==> config.mk <==
export PLATFORM = sky130hd
export DESIGN_NAME = mmio_uart_tx_flat
export DESIGN_NICKNAME = d
export VERILOG_FILES = /design/src/rtl/mmio_uart_tx_pkg.sv /design/src/rtl/mmio_uart_tx_if.sv /design/src/rtl/mmio_uart_tx_sync_fifo.sv /design/src/rtl/mmio_uart_tx.sv /design/src/flat_wrapper.sv
export SDC_FILE = /design/constraint.sdc
export NUM_CORES = 1
export LEC_CHECK = 0
export CAP_MARGIN = 10
export CORE_MARGIN = 10
export CORE_UTILIZATION = 50
export CTS_BUF_LIST = sky130_fd_sc_hd__clkbuf_16
export DETAILED_ROUTE_END_ITERATION = 10
export PLACE_DENSITY_LB_ADDON = 0.25
export SETUP_SLACK_MARGIN = 0.05
export SLEW_MARGIN = 20
export SYNTH_ARGS = -nofsm -noshare
export SYNTH_HDL_FRONTEND = slang
export SYNTH_SLANG_ARGS = --single-unit
==> constraint.sdc <==
create_clock -name clk -period 8.2 [get_ports clk]
set_input_delay 1.23 -clock clk [delete_from_list [all_inputs] [get_ports clk]]
set_output_delay 1.23 -clock clk [all_outputs]
set_load 0.02 [all_outputs]
==> src/rtl/mmio_uart_tx_pkg.sv <==
// Shared constants for the memory-mapped UART transmitter: FSM encoding,
// register offsets and the STATUS word layout.
`timescale 1ns/1ps
package mmio_uart_tx_pkg;

    // FSM state encoding
    localparam int unsigned STATE_W   = 3;
    localparam logic [2:0]  ST_IDLE   = 3'd0;
    localparam logic [2:0]  ST_START  = 3'd1;
    localparam logic [2:0]  ST_DATA   = 3'd2;
    localparam logic [2:0]  ST_PARITY = 3'd3;
    localparam logic [2:0]  ST_STOP   = 3'd4;

    // Register offsets within the 8-byte window
    localparam logic [2:0]  DATA_OFS   = 3'd0;
    localparam logic [2:0]  STATUS_OFS = 3'd4;

    // STATUS bit that clears the sticky overflow flag when written as 1
    localparam int unsigned STS_OVF_BIT = 3;

    // FIFO occupancy field width (depth is at most 8)
    localparam int unsigned COUNT_W = 4;
    localparam int unsigned BAUD_W  = 16;

    // STATUS read word
    typedef struct packed {
        logic [23:0]        rsvd;
        logic [COUNT_W-1:0] count;
        logic               overflow;
        logic               busy;
        logic               empty;
        logic               full;
    } status_t;

endpackage

==> src/rtl/mmio_uart_tx_if.sv <==
// Core data-memory port as seen by the UART: store strobe/address/data from
// the core, decode hit and read data back to the core's ReadData mux.
`timescale 1ns/1ps
interface mmio_uart_tx_if;
    logic        MemWrite;
    logic [31:0] Mem_WrAddr;
    logic [31:0] Mem_WrData;
    logic        hit;
    logic [31:0] rd_data;

    modport master (
        output MemWrite, Mem_WrAddr, Mem_WrData,
        input  hit, rd_data
    );

    modport slave (
        input  MemWrite, Mem_WrAddr, Mem_WrData,
        output hit, rd_data
    );
endinterface

==> src/rtl/mmio_uart_tx_sync_fifo.sv <==
// Single-clock byte FIFO with occupancy count; a push into a full FIFO is
// accepted only when a pop happens on the same edge.
`timescale 1ns/1ps
module mmio_uart_tx_sync_fifo
    import mmio_uart_tx_pkg::*;
#(
    parameter int unsigned WIDTH = 8,
    parameter int unsigned DEPTH = 8
) (
    input  logic               clk,
    input  logic               reset,
    input  logic               i_push,
    input  logic [WIDTH-1:0]   i_wdata,
    input  logic               i_pop,
    output logic [WIDTH-1:0]   o_rdata,
    output logic               o_full,
    output logic               o_empty,
    output logic [COUNT_W-1:0] o_count
);

    localparam int unsigned PTR_W = $clog2(DEPTH);

    logic [WIDTH-1:0]   r_mem [DEPTH];
    logic [PTR_W-1:0]   r_wr_ptr;
    logic [PTR_W-1:0]   r_rd_ptr;
    logic [COUNT_W-1:0] r_count;
    logic               w_pop_ok;
    logic               w_push_ok;

    assign o_full    = (r_count == COUNT_W'(DEPTH));
    assign o_empty   = (r_count == '0);
    assign o_count   = r_count;
    assign o_rdata   = r_mem[r_rd_ptr];
    assign w_pop_ok  = i_pop && !o_empty;
    assign w_push_ok = i_push && (!o_full || w_pop_ok);

    // Storage array; contents are don't-care while the entry is unoccupied
    always_ff @(posedge clk) begin
        if (w_push_ok) begin
            r_mem[r_wr_ptr] <= i_wdata;
        end
    end

    // Pointers wrap naturally at the power-of-two depth; count tracks occupancy
    always_ff @(posedge clk or negedge reset) begin
        if (!reset) begin
            r_wr_ptr <= '0;
            r_rd_ptr <= '0;
            r_count  <= '0;
        end else begin
            if (w_push_ok) begin
                r_wr_ptr <= r_wr_ptr + PTR_W'(1);
            end
            if (w_pop_ok) begin
                r_rd_ptr <= r_rd_ptr + PTR_W'(1);
            end
            case ({w_push_ok, w_pop_ok})
                2'b10:   r_count <= r_count + COUNT_W'(1);
                2'b01:   r_count <= r_count - COUNT_W'(1);
                default: r_count <= r_count;
            endcase
        end
    end

endmodule

==> src/rtl/mmio_uart_tx.sv <==
// Memory-mapped UART transmitter on the core's data-memory port.
// DATA at BASE_ADDR (write pushes a byte), STATUS at BASE_ADDR+4.
// Build option: define UART_TX_PARITY_EN to insert an even-parity bit
// between the data bits and the stop bit (11 bit-times per frame).
`timescale 1ns/1ps
module mmio_uart_tx
    import mmio_uart_tx_pkg::*;
#(
    parameter logic [31:0] BASE_ADDR  = 32'h0000_1000,
    parameter int unsigned CLK_DIV    = 868,
    parameter int unsigned FIFO_DEPTH = 8
) (
    input  logic           clk,
    input  logic           reset,
    mmio_uart_tx_if.slave  bus,
    output logic           tx
);

    localparam logic [BAUD_W-1:0] BAUD_MAX = BAUD_W'(CLK_DIV - 1);

    logic [STATE_W-1:0] r_state;
    logic [BAUD_W-1:0]  r_baud;
    logic [2:0]         r_bit_idx;
    logic [7:0]         r_shift;
    logic               r_parity;
    logic               r_tx;
    logic               r_overflow;

    logic [STATE_W-1:0] w_state_nxt;
    logic [BAUD_W-1:0]  w_baud_nxt;
    logic [2:0]         w_bit_nxt;
    logic [7:0]         w_shift_nxt;
    logic               w_parity_nxt;
    logic               w_tx_nxt;
    logic               w_wrap;
    logic               w_pop;

    logic               w_hit;
    logic               w_sel_data;
    logic               w_sel_status;
    logic               w_push;
    logic               w_ovf_clr;
    logic               w_ovf_set;
    logic [7:0]         w_fifo_rdata;
    logic               w_full;
    logic               w_empty;
    logic [COUNT_W-1:0] w_count;
    status_t            w_status;
    logic               w_unused;

    // Address decode: 8-byte window, word-aligned accesses only
    assign w_hit        = (bus.Mem_WrAddr[31:3] == BASE_ADDR[31:3]) && (bus.Mem_WrAddr[1:0] == 2'b00);
    assign w_sel_data   = w_hit && (bus.Mem_WrAddr[2:0] == DATA_OFS);
    assign w_sel_status = w_hit && (bus.Mem_WrAddr[2:0] == STATUS_OFS);
    assign w_push       = bus.MemWrite && w_sel_data;
    assign w_ovf_clr    = bus.MemWrite && w_sel_status && bus.Mem_WrData[STS_OVF_BIT];
    assign w_ovf_set    = w_push && w_full && !w_pop;
    assign w_unused     = ^bus.Mem_WrData[31:8];

    mmio_uart_tx_sync_fifo #(
        .WIDTH (8),
        .DEPTH (FIFO_DEPTH)
    ) u_fifo (
        .clk     (clk),
        .reset   (reset),
        .i_push  (w_push),
        .i_wdata (bus.Mem_WrData[7:0]),
        .i_pop   (w_pop),
        .o_rdata (w_fifo_rdata),
        .o_full  (w_full),
        .o_empty (w_empty),
        .o_count (w_count)
    );

    // STATUS word and read-data mux back to the core
    always_comb begin
        w_status          = '0;
        w_status.count    = w_count;
        w_status.overflow = r_overflow;
        w_status.busy     = (r_state != ST_IDLE);
        w_status.empty    = w_empty;
        w_status.full     = w_full;
        bus.hit           = w_hit;
        bus.rd_data       = w_sel_status ? 32'(w_status) : 32'h0;
    end

    // Frame FSM next-state: baud counter, bit index, shift register and next tx level
    always_comb begin
        w_state_nxt  = r_state;
        w_baud_nxt   = r_baud;
        w_bit_nxt    = r_bit_idx;
        w_shift_nxt  = r_shift;
        w_parity_nxt = r_parity;
        w_pop        = 1'b0;
        w_tx_nxt     = 1'b1;
        w_wrap       = (r_baud == BAUD_MAX);

        if (r_state != ST_IDLE) begin
            w_baud_nxt = w_wrap ? '0 : (r_baud + BAUD_W'(1));
        end

        case (r_state)
            ST_IDLE: begin
                if (!w_empty) begin
                    w_pop        = 1'b1;
                    w_shift_nxt  = w_fifo_rdata;
                    w_parity_nxt = ^w_fifo_rdata;
                    w_baud_nxt   = '0;
                    w_state_nxt  = ST_START;
                end
            end
            ST_START: begin
                if (w_wrap) begin
                    w_bit_nxt   = 3'd0;
                    w_state_nxt = ST_DATA;
                end
            end
            ST_DATA: begin
                if (w_wrap) begin
                    w_shift_nxt = {1'b0, r_shift[7:1]};
                    w_bit_nxt   = r_bit_idx + 3'd1;
                    if (r_bit_idx == 3'd7) begin
`ifdef UART_TX_PARITY_EN
                        w_state_nxt = ST_PARITY;
`else
                        w_state_nxt = ST_STOP;
`endif
                    end
                end
            end
            ST_PARITY: begin
                if (w_wrap) begin
                    w_state_nxt = ST_STOP;
                end
            end
            ST_STOP: begin
                if (w_wrap) begin
                    // Back-to-back frames: reload straight into START when data waits
                    if (!w_empty) begin
                        w_pop        = 1'b1;
                        w_shift_nxt  = w_fifo_rdata;
                        w_parity_nxt = ^w_fifo_rdata;
                        w_state_nxt  = ST_START;
                    end else begin
                        w_state_nxt  = ST_IDLE;
                    end
                end
            end
            default: begin
                w_state_nxt = ST_IDLE;
            end
        endcase

        case (w_state_nxt)
            ST_START:  w_tx_nxt = 1'b0;
            ST_DATA:   w_tx_nxt = w_shift_nxt[0];
            ST_PARITY: w_tx_nxt = w_parity_nxt;
            default:   w_tx_nxt = 1'b1;
        endcase
    end

    // Frame FSM state, datapath and registered tx line
    always_ff @(posedge clk or negedge reset) begin
        if (!reset) begin
            r_state   <= ST_IDLE;
            r_baud    <= '0;
            r_bit_idx <= '0;
            r_shift   <= '0;
            r_parity  <= 1'b0;
            r_tx      <= 1'b1;
        end else begin
            r_state   <= w_state_nxt;
            r_baud    <= w_baud_nxt;
            r_bit_idx <= w_bit_nxt;
            r_shift   <= w_shift_nxt;
            r_parity  <= w_parity_nxt;
            r_tx      <= w_tx_nxt;
        end
    end

    // Sticky overflow: a dropped byte wins over a simultaneous clear
    always_ff @(posedge clk or negedge reset) begin
        if (!reset) begin
            r_overflow <= 1'b0;
        end else if (w_ovf_set) begin
            r_overflow <= 1'b1;
        end else if (w_ovf_clr) begin
            r_overflow <= 1'b0;
        end
    end

    assign tx = r_tx;

endmodule
==> src/flat_wrapper.sv <==
// flat-port wrapper written by rule: the top's interface ports become plain ports
module mmio_uart_tx_flat import mmio_uart_tx_pkg::*;
#(
    parameter logic [31:0] BASE_ADDR  = 32'h0000_1000,
    parameter int unsigned CLK_DIV    = 868,
    parameter int unsigned FIFO_DEPTH = 8
)
  (clk, reset, tx, bus_MemWrite, bus_Mem_WrAddr, bus_Mem_WrData, bus_hit, bus_rd_data);
  mmio_uart_tx_if bus_i ();
  input  logic clk;
  input  logic reset;
  output logic tx;
  input wire logic [$bits(bus_i.MemWrite)-1:0] bus_MemWrite;
  input wire logic [$bits(bus_i.Mem_WrAddr)-1:0] bus_Mem_WrAddr;
  input wire logic [$bits(bus_i.Mem_WrData)-1:0] bus_Mem_WrData;
  output wire logic [$bits(bus_i.hit)-1:0] bus_hit;
  output wire logic [$bits(bus_i.rd_data)-1:0] bus_rd_data;
  assign bus_i.MemWrite = bus_MemWrite;
  assign bus_i.Mem_WrAddr = bus_Mem_WrAddr;
  assign bus_i.Mem_WrData = bus_Mem_WrData;
  assign bus_hit = bus_i.hit;
  assign bus_rd_data = bus_i.rd_data;
  mmio_uart_tx #(.BASE_ADDR(BASE_ADDR), .CLK_DIV(CLK_DIV), .FIFO_DEPTH(FIFO_DEPTH)) u_core (.clk(clk), .reset(reset), .bus(bus_i), .tx(tx));
endmodule
[Word level (Yosys, flattened, before mapping)]
Memories as Yosys holds them, arrays and structs flattened.
Cells that the tools add are included.
Storage, ports and cells
  bits in registers: 43
  latch bits: 0
  memory bits (writable): 64
  memory bits (read-only): 0
  output and inout bits: 34
  memories kept: 1
Operators by class
  add/subtract/negate cells: 6
  multipliers: 0
  divide/modulo/power cells: 0
  order comparisons: 0
  equal/unequal tests: 17
  shift-type cells: 0
  mux-type cells: 32
  bitwise logic cells: 0
  reduce and logical (&&, ||, !) cells: 26
Memory list
  u_core.u_fifo.r_mem: depth 8, width 8, rd ports 1, clocked after Yosys merged registers in 0, write ports 1, RTL line mmio_uart_tx_sync_fifo.sv:23  | logic [WIDTH-1:0] r_mem [DEPTH];
Operator list (number)
  2-to-1 mux 16 bit: 4
  2-to-1 mux 8 bit: 4
  equality test 29 x 10 -> 1 bit (second input constant): 1
  2-to-1 mux 3 bit: 8
  one-hot mux 8 bit (3 select lines): 1
  adder 16 x 1 -> 16 bit (second input constant): 1
  equality test 16 x 10 -> 1 bit (second input constant): 1
  one-hot mux 3 bit (5 select lines): 1
  equality test 3 x 2 -> 1 bit (second input constant): 4
  logical AND 1 bit: 10
  adder 3 x 1 -> 3 bit (second input constant): 3
  equality test 3 bit (second input constant): 3
  2-to-1 mux 1 bit: 9
  one-hot mux 4 bit (2 select lines): 1
  parity 8 bit: 1
  equality test 3 x 1 -> 1 bit (second input constant): 2
  zero test 3 bit: 2
  inequality test 2 x 1 -> 1 bit (second input constant): 3
  one-hot mux 3 bit (2 select lines): 1
  AND reduction 3 bit: 2
  nonzero test 2 bit: 3
  nonzero test 3 bit: 2
  adder 4 x 1 -> 4 bit (second input constant): 1
  equality test 4 bit (second input constant): 1
  other kinds (9): 12

[Logic depth before layout (Yosys ltp)]
  depth in word-level cells: 9
  depth in mapped cells: 12
  mapped depth without buffers: 12

[Cells and area by module]
Synthesis repeated with hierarchy kept, for this count alone.
Unflattened totals
  cell total of the unflattened synthesis: 390
  area total of the unflattened synthesis: 5255.0 µm²
By module, submodules not included
  mmio_uart_tx_sync_fifo: instances 1, cells an instance 159, area an instance 3155.5 µm², seq. area each 2172.1 µm²
  mmio_uart_tx: instances 1, cells an instance 231, area an instance 2099.5 µm², seq. area each 827.0 µm²

[Worst setup path before layout]
No wires, ideal clock.
  path kind: input-to-output
  start: input bus_Mem_WrAddr[11]
  end: output bus_rd_data[0]
  arrival time: 2696 ps
  data required time: 6970 ps
  slack: 4274 ps
  stages: 5
  path buffers: 0
  cell sequence: nor4b_1 -> nand4_1 -> nor2_1 -> nand2_1 -> nor2_1
On the way
  longest elaborated chain between the ends: 4
Ends and longest elaborated chain
  start: declaration: RTL line flat_wrapper.sv:14  | input wire logic [$bits(bus_i.Mem_WrAddr)-1:0] bus_Mem_WrAddr;
  equality test 29 x 10 -> 1 bit: RTL line mmio_uart_tx.sv:52  | assign w_hit = (bus.Mem_WrAddr[31:3] == BASE_ADDR[31:3]) && (bus.Mem_WrAddr[1:0] == 2'b00);
  logical AND 1 bit: RTL line mmio_uart_tx.sv:52
  via bus_hit: RTL line flat_wrapper.sv:16  | output wire logic [$bits(bus_i.hit)-1:0] bus_hit;
  logical AND 1 bit: RTL line mmio_uart_tx.sv:54  | assign w_sel_status = w_hit && (bus.Mem_WrAddr[2:0] == STATUS_OFS);
  2-to-1 mux 8 bit: RTL line mmio_uart_tx.sv:84  | bus.rd_data = w_sel_status ? 32'(w_status) : 32'h0;
  end: declaration: RTL line flat_wrapper.sv:17  | output wire logic [$bits(bus_i.rd_data)-1:0] bus_rd_data;
The timed path passes the listed nets, and every way through them passes these cells.

[Worst setup path in the final report]
  start: input bus_Mem_WrAddr[11]
  end: output bus_rd_data[2]
On the way
  longest elaborated chain between the ends: 4
Ends and longest elaborated chain (RTL line)
  equality test 29 x 10 -> 1 bit: mmio_uart_tx.sv:52
  logical AND 1 bit: mmio_uart_tx.sv:52
  logical AND 1 bit: mmio_uart_tx.sv:54
  2-to-1 mux 8 bit: mmio_uart_tx.sv:84
No other way between the ends.

==> results.toml <==
[drt]
drt-wirelength-per-cell_um = 17.3
final_antenna_net_count = 0
drtIter0Drc = 160
drc = 0
wl_um = 9870
dr.pass1.iters = 4
vias = 3059
viasPerCell = 5.37

[synth]
synth_top_area_cell = "edfxtp_1"
syn_inst = 383
synth_area_per_cell_um2 = 13.3
synth_top_area_share_pct = 37.6
yosys-top-cells-count = "edfxtp_1, dfrtp_1, nor2_1, nand2_1, buf_4"
synth.area.top_cells = "edfxtp_1, dfrtp_1, mux4_1"
yosysUniqueCellTypes = 58
yosysSeqAreaShare_pct = 58.8
synth-edff-count = 64
synth_flop_cell = "edfxtp_1"
synth.most_common_cell = "edfxtp_1"
async_flop_share_pct = 40.2
ys_warn_count = 0
syn-cell-area_mm2 = 0.00510
ys_ff_latch = 107

[cts]
cts_resized = 0
post_cts_buffers = 0
cts_buffers = 9
ctsHoldBuffers = 0
clk_latency_ns = 0.35
htreeDepth = 3
clk_path_buf_depth = 2
clock_sinks = 107
root_buffer = "clkbuf_16"
cts_tree = "yes"
clk_pin_slew_worst_paths_ns = 0.07

[critical_path]
critPathKind = "primary input to output pin"
crit_fanout = 7
worstRegToRegCells = 8
cp.arrival_ns = 3.57
reg2reg_slack_ns = 4.52
start_kind = "primary input"
cp_data_required_time_ns = 6.97
worstReg2RegEnd = "u_core.u_fifo.r_mem[0][2]"
timing.rr.start = "u_core.r_baud[0]"
endpoint_kind = "output pin"

[power_and_ir_drop]
pwr-share-clk_pct = 33.7
peakVddDrop_mv = 0.122
seqPwrFrac_pct = 51.9
p_comb_share_pct = 14.4
p_leak_uw = 0.00224
p_per_area_mw_per_mm2 = 204
power.switching_uw = 315
p_sw_share_pct = 26.2
cell_internal_pwr_uw = 887

[hold_path]
hp-start = "u_core.r_parity"
min_path_cells = 2
hold_path.class = "flop to flop"
min_to = "u_core.r_parity"

[sta]
fin_crit_ns = 4.80
tightest_slew_ns = 0.927
hold_viol = 0
rsz0062_at_grt = "false"
period_share_pct = 58.5
finalSetupViolCount = 0
slew_viol_final = 0
whs_ns = 0.501
relSlewSlack_pct = 38.0
fin_tns_setup_ns = 0
max_freq_mhz = 208
finalClockSkew_ns = 0.00458

[placement]
port_buffers = 52
dp_hpwl_um = 6860
placed_area_mm2 = 0.00562
globalplace.congestion = 0.777

[floorplanning]
die_area_mm2 = 0.0147
start_util_pct = 51.8
io_pins = 101
fp.dieW_um = 121
die_height_um = 121
fp.coreArea_mm2 = 0.00986
rows = 36

[final_layout]
layout-drive-gt1-share_pct = 8.01
areaGrowthSynthToFinish_pct = 15.5
fin_nets = 507
n_antenna_cell = 0
postLayoutCellArea_mm2 = 0.00590

[global_route]
grt_pass1_vias = 3199
grt-ovfl-total = 0
grt_util_all_layers_pct = 13.9
antenna_found_initial = 0
grt_pass1_wl_um = 16100
grt_max_degree = 44

[run_status]
outcome = "finished clean"

[job]
max_cap_violations = 0
==> stage by stage <==
stage / total power (uW) / instances / setup WS, ns / utilization, %
global placement: 801 / 554 / 3.43 / 56.9
CTS: 1210 / 570 / 3.37 / 59.7
global route: 1260 / 570 / 3.17 / 59.8
finish: 1200 / 570 / 3.40 / 59.8
detailed placement: 806 / 554 / 3.37 / 56.9
floorplan: 763 / 406 / 4.27 / -
==> worst max-delay path by stage <==
stage,from,endpoint,slack [ns],depth (start not counted)
final,bus_Mem_WrAddr[11],bus_rd_data[2],3.40,7
after floorplan,bus_Mem_WrAddr[11],bus_rd_data[0],4.27,5
after detailed placement,bus_Mem_WrAddr[11],bus_rd_data[2],3.37,7
after global routing,bus_Mem_WrAddr[11],bus_rd_data[5],3.17,7
after global placement,bus_Mem_WrAddr[11],bus_rd_data[0],3.43,7
after CTS,bus_Mem_WrAddr[11],bus_rd_data[2],3.37,7
==> placed cells by master, fill, tap and decap left out, types with 3 or more instances in the layout <==
cell,instances
edfxtp_1,64
clkdlybuf4s50_1,51
dfrtp_1,42
nor2_1,41
nand2_1,27
conb_1,24
xnor2_1,16
xor2_1,11
mux4_1,11
nor3_1,9
clkbuf_16,9
mux2i_1,8
inv_1,7
nor4_1,7
nand4_1,7
or3_1,7
ha_1,7
nand2b_1,6
a21oi_1,6
o21ai_0,6
a221o_1,6
mux4_2,5
nand3_1,5
a22o_1,5
a21o_1,3
and3_1,3
==> sequential cells by signal, summed over array words and instances (netlist names) <==
signal / cells
u_core.r_shift: 8
u_core.u_fifo.o_count: 4
u_core.u_fifo.r_wr_ptr: 3
u_core.u_fifo.r_rd_ptr: 3
u_core.r_baud: 16
u_core.r_state: 3
u_core.tx: 1
u_core.r_parity: 1
u_core.u_fifo.r_mem: 64
u_core.r_bit_idx: 3
u_core.r_overflow: 1
==> power groups by stage <==
stage | Clock (uW) | Sequential, uW | Combinational, uW
floorplan | 0 | 622 | 141
detailed placement | 0 | 633 | 173
CTS | 413 | 623 | 174
global placement | 0 | 633 | 168
finish | 405 | 623 | 173
global route | 437 | 626 | 195
==> cells by family (layout without fill, tap and decap cells) <==
kind of cell,Yosys count,count (layout),share of synthesized area (%)
flip-flops,107,107,58.8
adder cells (fa/ha/maj),8,8,2.11
XOR/XNOR,27,27,4.63
AO/OA/AOI/OAI,44,44,6.47
buffers and inverters,46,77,5.88
multiplexers,27,27,10.1
AND/OR/NAND/NOR,123,123,11.9
other,1,24,0.0735
==> final cells by class <==
cell class	count	area, um^2
Sequential cell	107	3000
Inverter	8	30.0
Multi-Input combinational cell	253	1900
Clock buffer	9	225
Tap cell	133	166
Clock inverter	7	50.0
Fill cell	785	3970
Timing Repair Buffer	53	526
==> worst max-delay path, stage by stage <==
cell	delay, ns
clkdlybuf4s50_1	0.40
nor4b_1	0.32
nand4_1	0.23
nor2_1	0.33
nand2_1	0.26
nor2_1	0.17
clkdlybuf4s50_1	0.62
==> layer usage <==
metal	routed length [um]	GRT usage, %
met1	4170	15.9
met2	5110	24.2
met3	430	3.96
met4	165	4.83
met5	0	0
No activity file was read; power rests on OpenSTA's default activity.
